**src/rtl/netdma_response_buffer.sv**
```systemverilog
// -----------------------------------------------------------------------------
// netdma_response_buffer
//
// Buffers 64-bit transfer responses from the netdma engine and hands them to
// the HPS as two consecutive 32-bit reads: low word (bytes transferred) first,
// then high word (status, bit 31 forced to 1 as the valid mark). An empty
// buffer reads as zero and raises a sticky underflow flag.
//
// Ports:
//   clk_i             single clock
//   rst_n_i           asynchronous active-low reset
//   response_i        64-bit response entry from the engine
//   response_valid_i  response_i valid this cycle
//   response_ready_o  buffer accepts an entry this cycle (not full)
//   read_i            HPS read strobe, one 32-bit word per cycle
//   readdata_o        returned word, valid the cycle after read_i
//   readdatavalid_o   readdata_o valid (one cycle per read_i)
//   resp_buf_empty_o  no stored entries
//   resp_buf_full_o   RESP_FIFO_DEPTH entries stored
//   resp_count_o      number of stored entries
//   underflow_o       sticky: a read arrived while empty
// -----------------------------------------------------------------------------
module netdma_response_buffer #(
  parameter int RESP_FIFO_DEPTH = 64
) (
  input  logic                               clk_i,
  input  logic                               rst_n_i,
  input  logic [63:0]                        response_i,
  input  logic                               response_valid_i,
  output logic                               response_ready_o,
  input  logic                               read_i,
  output logic [31:0]                        readdata_o,
  output logic                               readdatavalid_o,
  output logic                               resp_buf_empty_o,
  output logic                               resp_buf_full_o,
  output logic [$clog2(RESP_FIFO_DEPTH):0]   resp_count_o,
  output logic                               underflow_o
);

  localparam int AW = $clog2(RESP_FIFO_DEPTH);
  localparam int CW = AW + 1;
  localparam logic [CW-1:0] FULL_CNT = CW'(RESP_FIFO_DEPTH);

  typedef enum logic [0:0] {
    FIRST_HALF_S  = 1'b0,
    SECOND_HALF_S = 1'b1
  } rd_state_e;

  rd_state_e         state_q;
  logic [63:0]       mem_q [RESP_FIFO_DEPTH];
  logic [AW-1:0]     wr_ptr_q, wr_ptr_d;
  logic [AW-1:0]     rd_ptr_q, rd_ptr_d;
  logic [CW-1:0]     count_q, count_d;
  logic              empty_q, empty_d;
  logic              full_q, full_d;
  logic [31:0]       readdata_q;
  logic              readdatavalid_q;
  logic              underflow_q;
  logic              push_s;
  logic              pop_s;
  logic [63:0]       head_s;
  logic              unused_bit63_s;

  // Bit 63 is replaced by the valid mark on store, so the input bit is dropped.
  assign unused_bit63_s = response_i[63];

  // Ready is based on the registered full flag, so a pop does not free a slot
  // for a push in the same cycle.
  assign push_s = response_valid_i & ~full_q;
  // The FSM only enters SECOND_HALF_S with a non-empty buffer, so this pop is
  // always legal.
  assign pop_s  = (state_q == SECOND_HALF_S) & read_i;
  // Both halves come from the same head entry; rd_ptr moves only on the pop.
  assign head_s = mem_q[rd_ptr_q];

  // Response storage RAM write port (no reset: contents are qualified by count).
  always_ff @(posedge clk_i) begin
    if (push_s) begin
      mem_q[wr_ptr_q] <= {1'b1, response_i[62:0]};
    end
  end

  // Next-state computation for pointers, count and status flags.
  always_comb begin
    wr_ptr_d = wr_ptr_q;
    rd_ptr_d = rd_ptr_q;
    count_d  = count_q;
    if (push_s) begin
      wr_ptr_d = wr_ptr_q + AW'(1);
    end else begin
      wr_ptr_d = wr_ptr_q;
    end
    if (pop_s) begin
      rd_ptr_d = rd_ptr_q + AW'(1);
    end else begin
      rd_ptr_d = rd_ptr_q;
    end
    count_d = count_q + CW'(push_s) - CW'(pop_s);
    empty_d = (count_d == {CW{1'b0}});
    full_d  = (count_d == FULL_CNT);
  end

  // Pointer, count and flag registers.
  always_ff @(posedge clk_i or negedge rst_n_i) begin
    if (!rst_n_i) begin
      wr_ptr_q <= {AW{1'b0}};
      rd_ptr_q <= {AW{1'b0}};
      count_q  <= {CW{1'b0}};
      empty_q  <= 1'b1;
      full_q   <= 1'b0;
    end else begin
      wr_ptr_q <= wr_ptr_d;
      rd_ptr_q <= rd_ptr_d;
      count_q  <= count_d;
      empty_q  <= empty_d;
      full_q   <= full_d;
    end
  end

  // Two-phase read FSM with registered read data, valid and underflow.
  always_ff @(posedge clk_i or negedge rst_n_i) begin
    if (!rst_n_i) begin
      state_q         <= FIRST_HALF_S;
      readdata_q      <= 32'h0000_0000;
      readdatavalid_q <= 1'b0;
      underflow_q     <= 1'b0;
    end else begin
      case (state_q)
        FIRST_HALF_S: begin
          if (read_i) begin
            readdatavalid_q <= 1'b1;
            if (empty_q) begin
              readdata_q  <= 32'h0000_0000;
              underflow_q <= 1'b1;
            end else begin
              readdata_q <= head_s[31:0];
              state_q    <= SECOND_HALF_S;
            end
          end else begin
            readdatavalid_q <= 1'b0;
          end
        end
        SECOND_HALF_S: begin
          if (read_i) begin
            readdatavalid_q <= 1'b1;
            readdata_q      <= head_s[63:32];
            state_q         <= FIRST_HALF_S;
          end else begin
            readdatavalid_q <= 1'b0;
          end
        end
        default: begin
          state_q         <= FIRST_HALF_S;
          readdatavalid_q <= 1'b0;
        end
      endcase
    end
  end

  assign response_ready_o = ~full_q;
  assign readdata_o       = readdata_q;
  assign readdatavalid_o  = readdatavalid_q;
  assign resp_buf_empty_o = empty_q;
  assign resp_buf_full_o  = full_q;
  assign resp_count_o     = count_q;
  assign underflow_o      = underflow_q;

endmodule

```
**config.mk**
```make
export PLATFORM = sky130hd
export DESIGN_NAME = netdma_response_buffer
export DESIGN_NICKNAME = d
export VERILOG_FILES = /design/src/rtl/netdma_response_buffer.sv
export SDC_FILE = /design/constraint.sdc
export NUM_CORES = 2
export LEC_CHECK = 0
export BUFFER_PORTS_ARGS = -buffer_cell sky130_fd_sc_hd__buf_2
export CORE_UTILIZATION = 55
export CTS_CLUSTER_SIZE = 25
export DETAILED_ROUTE_END_ITERATION = 6
export PLACE_DENSITY = 0.72
export SETUP_SLACK_MARGIN = 0.5
export SYNTH_ARGS = -nofsm -noshare
export SYNTH_HDL_FRONTEND = slang
export SYNTH_SLANG_ARGS = --single-unit
```
**constraint.sdc**
```tcl
create_clock -name clk_i -period 8.41 [get_ports clk_i]
set_clock_uncertainty 0.1 [all_clocks]
set_input_delay 1.682 -clock clk_i [delete_from_list [all_inputs] [get_ports clk_i]]
set_output_delay 1.682 -clock clk_i [all_outputs]
set_load 0.02 [all_outputs]
```
==> summary.md <==
| Metric | Value |
|---|---|
| Die X | `about 540 um` |
| # fillers | `18533` |
| Num Clock Sinks | `just over 4000` |
| Worst Setup SP | `response_valid_i` |
| Chip height | `535.5 um` |
| Postcts setup bufs | `0` |
| Top delay family on crit path | `simple AND/OR/NAND/NOR gates` |
| Slew headroom | `0.1125` |
| I/O Pins | `around 110` |
| Via Count | `77908` |
| Setup CP Type | `in -> reg` |
| Clock root buffer | `clkbuf_16` |
| Status | `complete, no violations` |
| IR drop worst, VDD | `roughly 0.29 mV` |
| Nets | `around 7500` |
| Vias in the first global route | `around 78000` |
| Number of flops mapped to enable cells by yosys | `~4000` |
| RSZ-0062 raised after global routing | `false` |
| Post-route ant nets | `0` |
| Max Slew Vio Count | `0` |
| Initial core utilization | `0.5537` |
| DP HPWL | `around 210000 um` |
| # port buffers | `110` |
| Cells after synthesis | `approximately 7100` |
| Share of cells above drive strength 1 | `0.2411` |
| Worst r2r src | `resp_buf_full_o` |
| Dpl cell area | `around 160000 um2` |
| Final instance area | `around 180000 um2` |
| Die area | `286800 um2` |
| CORE AREA | `approximately 280000 um2` |
| Crit share post-route | `0.6055` |
| Post-synthesis sequential area ratio | `0.7823` |
| Clk_lat worst skew | `about 0.94 ns` |
| Detailed Route Iter0 Violations | `roughly 11000` |
| Final setup violation count | `0` |
| Syn nets | `approximately 7100` |
| Power density cells | `~320 nW/um2` |
| Top FF cell, synth | `edfxtp_1` |
| Slowest CP cell | `nor2_4` |
| Crit path cell chain | `buf_2 > nor2b_1 > nand4_1 > nor2_4 > buf_4` |
| CP max stage delay | `1.16 ns` |
| Initial antenna violation count | `29` |
| Final Util | `0.6202` |
| # resized after CTS | `0` |
| CP Launch Type | `input port` |
| GRT Total Usage | `0.2903` |
| H-tree depth | `5` |
| HP Start | `resp_count_o[0]` |
| First-pass detailed-route iteration total | `6` |
| Post-synthesis register bit count | `between 4000 and 5000` |
| # DRC | `0` |
| Clock Path Buffers | `4` |
| Final GP Congestion | `0.8178` |
| Leak pwr | `0.05555 uW` |
| Cts hold-fix bufs | `0` |
| Post-synthesis cell area | `156600 um2` |
| Syn Area/Cell | `between 20 and 25 um2` |
| Yosys warns | `0` |
| WL/cell | `about 36 um` |
| Final wirelength | `413900 um` |
| Dpl ws | `~2.4 ns` |
| Row cnt | `slightly below 200` |
| Most common cell after layout, fill and taps aside | `edfxtp_1` |
| Post-synth ARST share | `0.01370` |
| Synth cell types | `61` |
| CP required | `8.83 ns` |
| Worst-Margin Slew | `roughly 1.3 ns` |
| CTS buffer count | `roughly 400` |
| Worst Hold Class | `reg -> reg` |
| Total power | `between 50000 and 60000 uW` |
| Max cap viols | `0` |
| Most frequent cells in the layout | `edfxtp_1, mux4_2, mux2i_1` |
| Minimum clock period | `around 5.1 ns` |
| Worst EP arrival | `between 5 and 6 ns` |
| Grt total ovfl | `0` |
| CTS tree | `yes` |
| Crit-path max FO | `31` |
| CP endpoint kind | `flop` |
| Fmax | `roughly 0.20 GHz` |
| Post-layout worst setup margin | `between 3 and 4 ns` |
| Setup_tns | `0 ns` |
| Final Hold Viols | `0` |
| Via density | `6.805` |
| Global-route wire length before repair | `between 500000 and 600000 um` |
| Reg clk slew, reported paths | `0.06 ns` |
| Largest net degree at the start of global routing | `approximately 110` |
| P&R area growth vs syn | `12.01%` |
| CP bufs+invs | `2` |
per-stage QoR:
stage | hold WS (ns) | instances
global route | 0.4912 | 11441
CTS | 0.4628 | 11436
floorplan | 0.4168 | 7064
finish | 0.4490 | 11449
detailed placement | 0.4487 | 10709
global placement | 0.4433 | 10709
report_power, final:
part / switching, uW / internal [uW] / total, uW
clock: 7580 / 10100 / 17700
combinational: 8560 / 6000 / 14600
sequential: 625 / 23300 / 23900
total: 16800 / 39400 / 56100
synth_stat cells (24+ instances only):
cell type | count | area share
clkbuf_1 | 151 | 0.0036
nand3_1 | 36 | 0.0012
nor2_1 | 85 | 0.0020
a22oi_1 | 139 | 0.0067
buf_6 | 24 | 0.0017
buf_4 | 46 | 0.0022
mux4_2 | 848 | 0.12
mux2_2 | 36 | 0.0026
nand2_1 | 200 | 0.0048
mux2i_1 | 611 | 0.039
a31oi_1 | 42 | 0.0017
a21oi_1 | 116 | 0.0037
o22ai_1 | 36 | 0.0014
a221oi_1 | 27 | 0.0015
edfxtp_1 | 4032 | 0.77
dfrtp_1 | 55 | 0.0088
buf_2 | 149 | 0.0048
buf_1 | 34 | 0.00082
o211ai_1 | 26 | 0.0012
o21ai_0 | 59 | 0.0019
layout make-up:
class / count / area, um2 / area share
Sequential cell: 4088 / 122500 / 0.6985
Multi-Input combinational cell: 2553 / 32520 / 0.1854
Clock buffer: 496 / 10630 / 0.06061
Tap cell: 3743 / 4683 / 0.02670
Timing Repair Buffer: 306 / 2638 / 0.01504
Clock inverter: 231 / 2298 / 0.01311
Inverter: 19 / 71.32 / 0.0004067
Antenna cell: 13 / 32.53 / 0.0001855
state kept, by name, indices dropped and copies added (netlist names):
register,count
resp_count_o,7
state_q,1
rd_ptr_q,6
underflow_o,1
wr_ptr_q,6
readdata_o,32
readdatavalid_o,1
resp_buf_full_o,1
mem_q,4032
resp_buf_empty_o,1
per-layer routing:
layer	GRT usage	wire (um)	vias to the layer above	part of all wire
li1	-	-	30434	-
met1	0.3952	148000	41227	0.36
met2	0.4549	195500	5242	0.47
met3	0.06701	50180	983	0.12
met4	0.1248	20110	22	0.049
met5	0	122	-	0.00029
cell families after synthesis:
logic type	Yosys count	share of synthesized area
flip-flops	4088	0.7823
multiplexers	1495	0.1636
AO/OA/AOI/OAI	597	0.02620
AND/OR/NAND/NOR	438	0.01271
buffers and inverters	423	0.01359
XOR/XNOR	13	0.0007272
adder cells (fa/ha/maj)	10	0.0008471
worst paths after layout:
path,depth (start not counted),slack (ns),endpoint
max in group asynchronous,2,6.21,rd_ptr_q[0]
min in group asynchronous,1,0.62,resp_count_o[0]
setup / recovery,5,3.32,mem_q[30][33]
hold / removal,1,0.45,resp_count_o[0]
hold reg to reg,1,0.45,resp_count_o[0]
setup reg to reg,4,3.75,mem_q[30][33]
Power figures use the tool's default switching activity.
